`src/rtl/irq_pkg.sv`:
```
// Shared types and source indices for the interrupt controller.
package irq_pkg;

  localparam int   NUM_SRC = 2;
  localparam logic SRC_KEY = 1'b0;
  localparam logic SRC_ETH = 1'b1;

  typedef enum logic [1:0] {
    IRQ_IDLE,
    IRQ_REQ,
    IRQ_SERVICE
  } irq_state_e;

endpackage

```
`src/rtl/irq_src_latch.sv`:
```
// Per-source event capture: rising-edge detect, pending bit, payload register, sticky overflow.
module irq_src_latch #(
  parameter int DATA_W = 32
) (
  input  logic              clk,
  input  logic              rst_n,
  input  logic              irq_in,
  input  logic [DATA_W-1:0] payload,
  input  logic              clr,
  output logic              pending,
  output logic [DATA_W-1:0] data,
  output logic              overflow
);

  logic in_q;
  logic evt;

  assign evt = irq_in & ~in_q;

  // NOTE: sequential state uses non-blocking assignments so every register samples pre-edge values.
  always_ff @(posedge clk or negedge rst_n) begin
    if (!rst_n) begin
      in_q     <= 1'b0;
      pending  <= 1'b0;
      overflow <= 1'b0;
    end else begin
      in_q <= irq_in;
      // A new event beats a same-cycle clear so it is never lost.
      if (evt)
        pending <= 1'b1;
      else if (clr)
        pending <= 1'b0;
      if (evt && pending)
        overflow <= 1'b1;
    end
  end

  // NOTE: payload storage has no reset; it is only read once pending is set, which also loads it.
  always_ff @(posedge clk) begin
    if (evt)
      data <= payload;
  end

endmodule

```
`src/rtl/irq_ctrl.sv`:
```
// Interrupt controller top: two source latches, arbiter, request/service FSM.
// Optional per-source masking input when IRQ_MASK_EN is defined.
module irq_ctrl
  import irq_pkg::*;
#(
  parameter int DATA_W   = 32,
  parameter int ARB_MODE = 0
) (
  input  logic               clk,
  input  logic               rst_n,
  input  logic               interrupt_key,
  input  logic               interrupt_eth,
  input  logic [DATA_W-1:0]  key_data,
  input  logic [DATA_W-1:0]  eth_data,
  input  logic               irq_en,
  input  logic               irq_ack,
  input  logic               irq_ret,
`ifdef IRQ_MASK_EN
  input  logic [NUM_SRC-1:0] irq_mask,
`endif
  output logic               irq_req,
  output logic               irq_cause,
  output logic [DATA_W-1:0]  interrupt_source_data,
  output logic               in_service,
  output logic [NUM_SRC-1:0] overflow
);

  irq_state_e         state;
  logic               rr_prio;
  logic               grant;
  logic [NUM_SRC-1:0] src_in;
  logic [NUM_SRC-1:0] pending;
  logic [NUM_SRC-1:0] eligible;
  logic [NUM_SRC-1:0] pending_clr;
  logic [DATA_W-1:0]  src_payload [NUM_SRC];
  logic [DATA_W-1:0]  src_data    [NUM_SRC];

  assign src_in                = {interrupt_eth, interrupt_key};
  assign src_payload[SRC_KEY]  = key_data;
  assign src_payload[SRC_ETH]  = eth_data;

  for (genvar s = 0; s < NUM_SRC; s++) begin : g_src
    irq_src_latch #(.DATA_W(DATA_W)) u_latch (
      .clk      (clk),
      .rst_n    (rst_n),
      .irq_in   (src_in[s]),
      .payload  (src_payload[s]),
      .clr      (pending_clr[s]),
      .pending  (pending[s]),
      .data     (src_data[s]),
      .overflow (overflow[s])
    );
  end

`ifdef IRQ_MASK_EN
  assign eligible = pending & ~irq_mask;
`else
  assign eligible = pending;
`endif

  // NOTE: every always_comb output gets a default first so no path can infer a latch.
  always_comb begin
    grant = SRC_KEY;
    if (eligible[SRC_KEY] && eligible[SRC_ETH])
      grant = (ARB_MODE == 1) ? rr_prio : SRC_KEY;
    else if (eligible[SRC_ETH])
      grant = SRC_ETH;
  end

  always_comb begin
    pending_clr = '0;
    if (state == IRQ_REQ && irq_ack)
      pending_clr[irq_cause] = 1'b1;
  end

  always_ff @(posedge clk or negedge rst_n) begin
    if (!rst_n) begin
      state                 <= IRQ_IDLE;
      irq_req               <= 1'b0;
      irq_cause             <= SRC_KEY;
      interrupt_source_data <= '0;
      in_service            <= 1'b0;
      rr_prio               <= SRC_KEY;
    end else begin
      case (state)
        IRQ_IDLE: begin
          if (irq_en && |eligible) begin
            irq_cause             <= grant;
            interrupt_source_data <= src_data[grant];
            irq_req               <= 1'b1;
            state                 <= IRQ_REQ;
          end
        end
        IRQ_REQ: begin
          if (irq_ack) begin
            irq_req    <= 1'b0;
            in_service <= 1'b1;
            state      <= IRQ_SERVICE;
          end
        end
        IRQ_SERVICE: begin
          if (irq_ret) begin
            in_service <= 1'b0;
            rr_prio    <= ~irq_cause;
            state      <= IRQ_IDLE;
          end
        end
        default: begin
          irq_req    <= 1'b0;
          in_service <= 1'b0;
          state      <= IRQ_IDLE;
        end
      endcase
    end
  end

endmodule
```
`config.mk`:
```
export PLATFORM = sky130hd
export DESIGN_NAME = irq_ctrl
export DESIGN_NICKNAME = d
export VERILOG_FILES = /design/src/rtl/irq_pkg.sv /design/src/rtl/irq_src_latch.sv /design/src/rtl/irq_ctrl.sv
export SDC_FILE = /design/constraint.sdc
export NUM_CORES = 1
export LEC_CHECK = 0
export BUFFER_PORTS_ARGS = -buffer_cell sky130_fd_sc_hd__clkbuf_2
export CORE_UTILIZATION = 35
export DETAILED_ROUTE_END_ITERATION = 8
export MAX_ROUTING_LAYER = met4
export PLACE_DENSITY = 0.57
export SYNTH_ARGS = -nofsm -noshare
export SYNTH_HDL_FRONTEND = slang
export SYNTH_SLANG_ARGS = --single-unit
```
`constraint.sdc`:
```
create_clock -name clk -period 2.4 [get_ports clk]
set_input_delay 0 -clock clk [delete_from_list [all_inputs] [get_ports clk]]
set_output_delay 0 -clock clk [all_outputs]
set_load 0.02 [all_outputs]
```
==> qor.yml <==
clock_latency_ns: 0.37
wl_per_cell_um: 15.46
avgSynthCellArea_um2: 19.28
clockRootBuffer: "clkbuf_8"
cts_resized: 0
cts_tree: "yes"
timing.setup.tns_ns: 0
slew_headroom: 0.4361
holdBufCountCts: 70
cp.arrival_ns: 1.87
use_met1: 0.1793
reg2reg_slack_ns: 0.78
fmax_mhz: 617.7
io_pins: 108
syn2layout_area_growth_pct: 42.68
async_flop_share: 0.4019
fin_nets: 463
cts_made_buffers: 9
critPathKind: "register to register"
grt_max_degree: 33
syn_inst: 204
synth_warnings: 0
synth.distinct_cells: 19
die-height_um: 108.0
drive_above_1_share: 0.5038
drt_iter0_drc: 56
rsz0062_at_grt: "no"
n_antenna_cell: 0
grtUsageMet2: 0.2461
ys_seq_area_frac: 0.7621
cap_violations: 0
worstPathRequired_ns: 2.65
p_leak_nw: 2.315
grt_pass1_wl_um: 12710
vias: 2438
start_kind: "register"
start_util: 0.3613
grt-busiest-layer: "met2"
hold_viol: 0
port_buffers: 107
fin_crit_sh: 0.6745
ant_nets: 0
cp-end-kind: "register"
min_path_type: "primary input to asynchronous set/reset pin"
syn_area_um2: 3934
setup_viol: 0
ys_ff_latch: 107
core_um2: 10890
outcome: "completed"
timing.hold.ws_ns: 0.2639
grt_pass1_vias: 2586
clock-sinks: 107
rows: 38
gp_congestion: 0.6972
grt_overflow: 0
antenna_found_initial: 0
via_per_inst: 4.540
drc: 0
p_per_area_nw_per_um2: 1008
skew_ns: 0.01282
worstPathMaxFanout: 19
synth_flop_cell: "edfxtp_1"
syn_nets: 275
clock_path_buffers: 2
routed_wirelength_um: 8301
met3_usage: 0.05666
dp_hpwl_um: 5178
clkTransAtPathRegs_ns: 0.10
min_period_ns: 1.619
grt_usage: 0.1558
fp.dieW_um: 108.0
slew_viol_final: 0
synth-edff-count: 64
worst_pin_slew_ns: 0.8458
dr.pass1.iters: 4
cts_max_level: 3
ir_drop_mv: 0.5608
cts_setup_buffers: 0
dieArea_um2: 11670
==> final timing paths <==
path	from	end	depth (start not counted)
max	state[1]	interrupt_source_data[16]	3
min	rst_n	interrupt_source_data[1]	2
max reg2reg	state[1]	interrupt_source_data[16]	3
min reg2reg	g_src[1].u_latch.overflow	g_src[1].u_latch.overflow	1
max in group asynchronous	rst_n	interrupt_source_data[2]	3
min in group clk	irq_en	irq_req	4
==> area by class of cell <==
type | count | area [µm²]
Fill cell | 908 | 5275
Sequential cell | 107 | 2998
Clock inverter | 3 | 42.54
Inverter | 1 | 3.754
Timing Repair Buffer | 186 | 1316
Clock buffer | 13 | 180.2
Tap cell | 140 | 175.2
Multi-Input combinational cell | 87 | 897.1
==> through the flow <==
stage / instances / total power, mW / util / instance area, µm² / worst slack [ns]
after floorplan: 204 / 3.809 / - / 3934 / 0.1310
after global placement: 451 / 4.400 / 0.4307 / 4690 / 0.8276
after detailed placement: 451 / 4.446 / 0.4307 / 4690 / 0.7912
after CTS: 537 / 5.735 / 0.5155 / 5613 / 0.7664
after global routing: 537 / 5.961 / 0.5155 / 5613 / 0.6754
final: 537 / 5.657 / 0.5155 / 5613 / 0.7811
==> worst max-delay path: stages, from the launching register on <==
cell and delay, ns:
dfrtp_1 0.46, nor4b_4 0.32, buf_4 0.34, mux2_2 0.38
==> cell families (layout without fill, tap and decap cells) <==
logic type | count (synthesis) | after routing | share of synthesized area
AO/OA/AOI/OAI | 8 | 8 | 0.01209
buffers and inverters | 10 | 203 | 0.01559
flip-flops | 107 | 107 | 0.7621
multiplexers | 65 | 65 | 0.1861
AND/OR/NAND/NOR | 14 | 14 | 0.02418
==> routing by layer <==
metal / vias to the layer above / part of all wire
met4: 0 / 0.019
met3: 18 / 0.057
met2: 82 / 0.49
met5: - / 0
li1: 1130 / -
met1: 1208 / 0.43
==> flip-flops by register name, indices dropped and copies added, names as in the netlist <==
signal / count
g_src.u_latch.data: 64
interrupt_source_data: 32
g_src.u_latch.in_q: 2
g_src.u_latch.overflow: 2
g_src.u_latch.pending: 2
state: 2
in_service: 1
irq_cause: 1
irq_req: 1
==> layout by cell type (no fill, tap or decap) <==
cell	n
a21oi_1	1
edfxtp_1	64
clkbuf_2	107
nor2b_4	3
bufinv_16	1
nand2b_1	2
clkinv_2	1
o21a_1	1
clkbuf_1	1
nor2_1	2
or2_2	1
mux2_1	1
nor4b_4	1
clkbuf_16	1
nand2_1	3
nor3b_1	1
dfrtp_1	43
o21ai_0	4
buf_12	1
dlygate4sd3_1	70
inv_1	1
mux2_2	64
clkinvlp_4	1
buf_4	8
nand3b_1	1
a21o_1	2
clkbuf_8	11
==> power breakdown <==
group / internal (mW) / switching [mW]
Combinational: 0.934 / 0.967
Sequential: 2.34 / 0.228
Clock: 0.602 / 0.582
Total: 3.88 / 1.78
==> cells in the mapped netlist (all sizes together) (2+ instances only) <==
cell     n  area, µm²
o21ai    4      20.02
mux2    65      732.0
dfrtp   43       1076
nand2    3      11.26
nor2     2      7.510
edfxtp  64       1922
a21o     2      15.01
buf      9      57.56
nor2b    3      18.77
nand2b   2      12.51
(Power assumes the default switching activity.)
